### config.mk
export PLATFORM = sky130hd
export DESIGN_NAME = priority_grant_fsm
export DESIGN_NICKNAME = d
export VERILOG_FILES = /design/src/rtl/priority_grant_fsm.sv
export SDC_FILE = /design/constraint.sdc
export NUM_CORES = 1
export LEC_CHECK = 0
export BUFFER_PORTS_ARGS = -buffer_cell sky130_fd_sc_hd__buf_2
export CORE_MARGIN = 1
export CORE_UTILIZATION = 45
export CTS_CLUSTER_SIZE = 30
export DETAILED_ROUTE_END_ITERATION = 6
export HOLD_SLACK_MARGIN = 0.02
export MAX_ROUTING_LAYER = met4
export PLACE_DENSITY = 0.71
export SYNTH_ARGS = -nofsm -noshare
export SYNTH_HDL_FRONTEND = slang
export SYNTH_SLANG_ARGS = --single-unit
### constraint.sdc
create_clock -name clk_i -period 1.5 [get_ports clk_i]
set_clock_uncertainty 0.05 [all_clocks]
set_input_delay 0.15 -clock clk_i [delete_from_list [all_inputs] [get_ports clk_i]]
set_output_delay 0.15 -clock clk_i [all_outputs]
set_load 0.02 [all_outputs]
### src/rtl/priority_grant_fsm.sv
// -----------------------------------------------------------------------------
// priority_grant_fsm
//
// Sequential grant stage placed after a fixed-priority request encoder.
// When the stage is idle it picks the highest-index active request. It
// registers that request as a one-hot grant and holds it until one of two
// things happens: the owner releases (or drops its request), or the hold
// limit is reached. After every grant there is exactly one cool-down cycle,
// and then arbitration starts again.
//
// Ports
//   clk_i         rising-edge clock
//   reset_i       synchronous, active-high reset
//   req_i         [N-1:0] level-held request vector, bit N-1 = highest priority
//   release_i     owner ends its grant (only looked at while granting)
//   gnt_o         [N-1:0] registered one-hot grant, zero when there is no owner
//   gnt_valid_o   high whenever gnt_o != 0
//   gnt_idx_o     [IDX_W-1:0] binary index of the granted bit, 0 when idle
//   timeout_o     one-cycle pulse when the hold limit revokes a grant
//   state_o       [1:0] current FSM state (IDLE=0, GRANT=1, COOL=2)
//
// Handshake: a requester holds its req bit high for as long as it wants the
// resource. The grant appears one cycle after the request is sampled. The
// owner returns the grant by pulsing release_i or by dropping its req bit.
// In both cases gnt_o clears at the next edge.
// -----------------------------------------------------------------------------
module priority_grant_fsm #(
   parameter int N        = 4,
   parameter int MAX_HOLD = 15,
   parameter int CNT_W    = 4,
   parameter int IDX_W    = 2
) (
   input  logic             clk_i,
   input  logic             reset_i,
   input  logic [N-1:0]     req_i,
   input  logic             release_i,
   output logic [N-1:0]     gnt_o,
   output logic             gnt_valid_o,
   output logic [IDX_W-1:0] gnt_idx_o,
   output logic             timeout_o,
   output logic [1:0]       state_o
);

   localparam logic [1:0] ST_IDLE  = 2'd0;
   localparam logic [1:0] ST_GRANT = 2'd1;
   localparam logic [1:0] ST_COOL  = 2'd2;

   localparam logic [CNT_W-1:0] HOLD_LIMIT = CNT_W'(MAX_HOLD);
   localparam logic [N-1:0]     ONE_HOT0   = N'(1);

   // Reject parameter sets where the counter cannot reach MAX_HOLD, and sets
   // where the index width does not match the number of requesters.
   if (MAX_HOLD < 1 || MAX_HOLD > (2 ** CNT_W) - 1) begin : g_bad_hold
      $error("priority_grant_fsm: MAX_HOLD out of range for CNT_W");
   end
   if (IDX_W != $clog2(N)) begin : g_bad_idx
      $error("priority_grant_fsm: IDX_W must equal clog2(N)");
   end

   logic [1:0]       state_q,   state_d;
   logic [N-1:0]     gnt_q,     gnt_d;
   logic             valid_q,   valid_d;
   logic [IDX_W-1:0] idx_q,     idx_d;
   logic [CNT_W-1:0] cnt_q,     cnt_d;
   logic             timeout_q, timeout_d;

   logic [IDX_W-1:0] win_idx;
   logic             win_any;

   // Highest-index set bit wins. Later loop iterations override earlier
   // ones, which gives the higher bits priority.
   always_comb begin
      win_idx = '0;
      win_any = 1'b0;
      for (int i = 0; i < N; i++) begin
         if (req_i[i]) begin
            win_idx = IDX_W'(i);
            win_any = 1'b1;
         end
      end
   end

   always_comb begin
      state_d   = state_q;
      gnt_d     = gnt_q;
      valid_d   = valid_q;
      idx_d     = idx_q;
      cnt_d     = cnt_q;
      timeout_d = 1'b0;
      case (state_q)
         ST_IDLE: begin
            if (win_any) begin
               gnt_d   = ONE_HOT0 << win_idx;
               idx_d   = win_idx;
               valid_d = 1'b1;
               cnt_d   = CNT_W'(1);
               state_d = ST_GRANT;
            end
         end
         ST_GRANT: begin
            // A voluntary end (release or a dropped request) is checked
            // before the hold limit, so it never produces a timeout pulse.
            if (release_i || !req_i[idx_q]) begin
               gnt_d   = '0;
               idx_d   = '0;
               valid_d = 1'b0;
               cnt_d   = '0;
               state_d = ST_COOL;
            end else if (cnt_q == HOLD_LIMIT) begin
               gnt_d     = '0;
               idx_d     = '0;
               valid_d   = 1'b0;
               cnt_d     = '0;
               timeout_d = 1'b1;
               state_d   = ST_COOL;
            end else begin
               // The counter stays below HOLD_LIMIT here, so it cannot wrap.
               cnt_d = cnt_q + CNT_W'(1);
            end
         end
         ST_COOL: begin
            state_d = ST_IDLE;
         end
         default: begin
            gnt_d   = '0;
            idx_d   = '0;
            valid_d = 1'b0;
            cnt_d   = '0;
            state_d = ST_IDLE;
         end
      endcase
   end

   always_ff @(posedge clk_i) begin
      if (reset_i) begin
         state_q   <= ST_IDLE;
         gnt_q     <= '0;
         valid_q   <= 1'b0;
         idx_q     <= '0;
         cnt_q     <= '0;
         timeout_q <= 1'b0;
      end else begin
         state_q   <= state_d;
         gnt_q     <= gnt_d;
         valid_q   <= valid_d;
         idx_q     <= idx_d;
         cnt_q     <= cnt_d;
         timeout_q <= timeout_d;
      end
   end

   assign gnt_o       = gnt_q;
   assign gnt_valid_o = valid_q;
   assign gnt_idx_o   = idx_q;
   assign timeout_o   = timeout_q;
   assign state_o     = state_q;

endmodule

# Yosys cells after proc, flatten, opt, wreduce, memory -nomap -nowiden
# Cells that the tools add are included.
# word_totals
input_bits,7
regBits,14
# op_classes
n_mux,30
eq_ne,5
n_lt_le_gt_ge,1
reduce_logical,7
shifts,1
n_addsub,1
bitwise_logic,2
# ops
operator,count
4-bit two-way mux,6
4-bit case mux with 3 select lines,2
2-bit two-way mux,8
1-bit two-way mux,10
2-bit case mux with 3 select lines,1
4-bit by 1-bit adder with 4-bit output (second input constant),1
4-bit == test (second input constant),1
2-bit case mux with 2 select lines,1
2-bit AND reduction,2
1-bit by 2-bit left shift with 4-bit output (first input constant),1
2-bit by 3-bit < comparator with 1-bit output (second input constant),1
3-bit inequality test (second input constant),1
1-bit case mux with 3 select lines,1
3-bit AND reduction,1
3-bit OR reduction,1
1-bit binary-select mux with 2-bit select,1
2-bit by 1-bit == test with 1-bit output (second input constant),1
2-bit == test (second input constant),1
2-bit zero test,1
2-bit inequality test (second input constant),1
1-bit inverter,2
1-bit zero test,1
1-bit logical OR,1

# Logic depth before layout (Yosys ltp)
# logic_depth
ltp_word,6
mapped_depth,5

# Worst setup path before layout
# Ideal clock, no wire load.
# synth_path
path_kind,reg2reg
start,"register state_q[0], in the netlist state_o[0]"
end,"register idx_q[0], in the netlist gnt_idx_o[0]"
synth_period_minus_slack_ps,1622
stages_incl_launch_ff,5
required_time_ps,1370
t_arrival_ps,1492
n_path_buf,1
slack_ps,-122
path_cell_list,dfxtp_1 -> clkbuf_1 -> nor2b_1 -> nand3_2 -> a211oi_2
# synth_between
elab_chain_cells,3
word_cells_on_any_way,8
classes_between,eq/ne: 4; mux: 1; bitwise: 1; reduce/logical: 2
# synth_rtl
item,line_no,text
start: declaration,60,"logic [1:0] state_q, state_d;"
start signal: assignment,143,state_q <= state_d;
2-bit by 1-bit == test with 1-bit output (tied with other cells),90,case (state_q)
3-bit inequality test (no source line) (tied with other cells),n/a,
3-bit AND reduction (no source line),n/a,
end signal: assignment,146,idx_q <= idx_d;
end: declaration,63,"logic [IDX_W-1:0] idx_q, idx_d;"
# Several ways; a longest one is shown, not always the timed one.
# A chain may end at the register's enable or synchronous reset.

# Final worst setup path
# layout_path
start,register cnt_q[0]
end,register cnt_q[3]
# layout_between
elab_chain_cells,4
word_cells_on_any_way,5
classes_between,add/sub: 1; eq/ne: 1; mux: 3
# layout_rtl
item,line_no,text
start: declaration,64,"logic [CNT_W-1:0] cnt_q, cnt_d;"
start signal: assignment,147,cnt_q <= cnt_d;
4-bit by 1-bit adder with 4-bit output or 4-bit == test (tied branches),"118, 109",
4-bit two-way mux *,109,end else if (cnt_q == HOLD_LIMIT) begin
4-bit two-way mux *,103,if (release_i || !req_i[idx_q]) begin
4-bit case mux with 3 select lines *,90,
# Mark *: on every way between the ends. The rest lies on a longest branch, timed or not.

==> flow_metrics.tcl <==
set metrics [dict create \
    die-area_sq_mm 0.00175 \
    synth-edff-count 0 \
    first_pass_iters 4 \
    finalHoldViolations 0 \
    cts_hold_repair.buffers 0 \
    placed_cell_area_sq_um 870 \
    outcome "finished, final reports clean" \
    post_cts_buffers 0 \
    cts_resized 0 \
    grt_pass1_vias 624 \
    slowest_delay_ps 390 \
    cp_max_fo 6 \
    portBuffers 16 \
    path_class "reg2reg" \
    die_w_microns 41.8 \
    synth_largest_area_cell "dfxtp_1" \
    ios 17 \
    setup_viol 0 \
    dp_hpwl_microns 1180 \
    synth-seq-cells 14 \
    synth-warning-count 0 \
    period_minus_slack_ps 1440 \
    power.density_mw_per_mm2 964 \
    power.total_w 0.000895 \
    cp_data_required_time_ps 1610 \
    drv_cap 0 \
    viasPerCell 5.69 \
    syn_area_sq_um 714 \
    drt_iter0_drc 26 \
    grt-ovfl-total 0 \
    synth_common_cells "nor2_1 (15), dfxtp_1 (14), a211oi_2 (6)" \
    initial_core_util_pct 48.0 \
    final.period_utilization_pct 95.8 \
    antenna_found_initial 0 \
    core_sq_mm 0.00149 \
    arrival_ps 1550 \
    htree_levels 1 \
    yosys_most_used_dff "dfxtp_1" \
    clock-sinks 14 \
    cts_tree "done" \
    cp_num_buf_inv 0 \
    ant_nets 0 \
    synthesis.nets 87 \
    synth_cells 79 \
    rsz0062_at_grt "no" \
    layout-drive-gt1-share_pct 40.4 \
    yosysSeqAreaShare_pct 39.2 \
    synth_most_common_cell "nor2_1" \
    worstMarginPinSlew_ps 401 \
    grt_first_pass_wirelength_microns 2680 \
    slew_headroom_pct 72.9 \
    crit_family "simple AND/OR/NAND/NOR gates" \
    drt_wl_total_microns 1620 \
    startpoint_type "register" \
    wl_per_cell_microns 13.5 \
    end_kind "register" \
    fin_nets 114 \
    grt.total_usage_pct 20.9 \
    syn_area_per_cell_sq_um 9.04 \
    cts_made_buffers 3 \
    rows 14 \
    clkSlewWorstSetupHoldPaths_ps 80 \
    hold_class "in2reg" \
    die_y_microns 41.8 \
    cp_cell_sequence "ha_2 -> nand3_2 -> and4_1 -> a22oi_1 -> a21oi_1" \
    root_buffer "clkbuf_4" \
    slowest_stage "dfxtp_1" \
    p_leak_nw 0.359 \
    clk_latency_ps 280 \
    maxSlewViolCount 0 \
    synth_top_area_share_pct 39.2 \
    diodes 0 \
    yosys-top-cells-area "dfxtp_1 (39%), a211oi_2 (11%), nor2_1 (7.9%), a21oi_1 (3.5%), mux2i_1 (2.8%)" \
    finalWeightedCongestion 0.832 \
    ys_async_sr_fraction_pct 0 \
    ir_worst_vdd_mv 0.555 \
    yosys.cell_types.count 29 \
    area_delta_synth_final_pct 29.9 \
    max_freq_ghz 0.696 \
    num_vias 683 \
    grt_start_max_net_pins 15 \
    final_area_sq_um 928 \
    drc 0 \
    cts_buffer_depth 2 \
]
## logic make-up after synthesis
family,after synthesis,synth area share [%]
buffers and inverters,4,2.10
AO/OA/AOI/OAI,20,25.2
multiplexers,2,2.80
flip-flops,14,39.2
AND/OR/NAND/NOR,38,28.9
adder cells (fa/ha/maj),1,1.75
## worst register-to-register path: cells and delay by family (launching register included)
family,cells,cell delay (ps)
AO/OA/AOI/OAI,2,230
adder cells (fa/ha/maj),1,220
flip-flops,1,390
AND/OR/NAND/NOR,2,420
## state kept, by name, summed over array words and instances, names as in the netlist
name / count
state_o: 2
gnt_idx_o: 2
timeout_o: 1
gnt_o: 4
gnt_valid_o: 1
cnt_q: 4
## placed cells by master (no fill, tap or decap), types with 2 or more instances in the layout
cell type  Yosys  routed
a211oi_2       6       6
a21oi_1        5       5
a31oi_1        3       3
buf_2          0      16
buf_4          0       8
clkbuf_4       0       3
dfxtp_1       14      13
inv_1          2       2
nand2_1        4       4
nand4_1        2       2
nand4b_1       2       2
nor2_1        15      15
nor3_1         3       3
## through the flow
step / instances / setup TNS [ps] / hold WS (ps) / worst slack (ps) / util, %
2_1_floorplan: 79 / 0 / 165 / 7.52 / -
4_1_cts: 120 / 0 / 173 / 29.5 / 59.9
5_1_grt: 120 / 0 / 175 / 3.33 / 62.4
6_report: 120 / 0 / 166 / 63.4 / 62.4
3_3_place_gp: 117 / -20.3 / 451 / -15.0 / 58.4
3_5_place_dp: 117 / -220 / 448 / -41.9 / 58.4
## report_power, final
part / internal (W) / total, W / switching [W]
clock: 0.0000933 / 0.000215 / 0.000122
combinational: 0.000107 / 0.000254 / 0.000147
sequential: 0.000397 / 0.000425 / 0.0000284
## final timing paths
| path | start | endpoint | slack (ps) | cells past startpoint |
|---|---|---|---|---|
| setup / recovery | cnt_q[0] | cnt_q[3] | 60 | 5 |
| hold / removal | reset_i | cnt_q[1] | 170 | 2 |
| setup reg to reg | cnt_q[0] | cnt_q[3] | 60 | 5 |
| hold reg to reg | gnt_valid_o | gnt_valid_o | 460 | 2 |
## per-layer routing
metal / part of all wire, % / track usage (%) / wire [microns]
met1: 48 / 25.1 / 769
met2: 48 / 31.9 / 773
met3: 3.1 / 6.52 / 50
met4: 1.4 / 9.68 / 23
met5: 0 / - / 0
## layout make-up
class | count | area, sq um
well taps | 16 | 20.0
multi-input cells | 61 | 457
repair buffers | 24 | 140
clock buffers | 3 | 22.5
inverters | 2 | 7.51
fillers | 150 | 561
flip-flops and latches | 14 | 282
(Power assumes the default switching activity.)
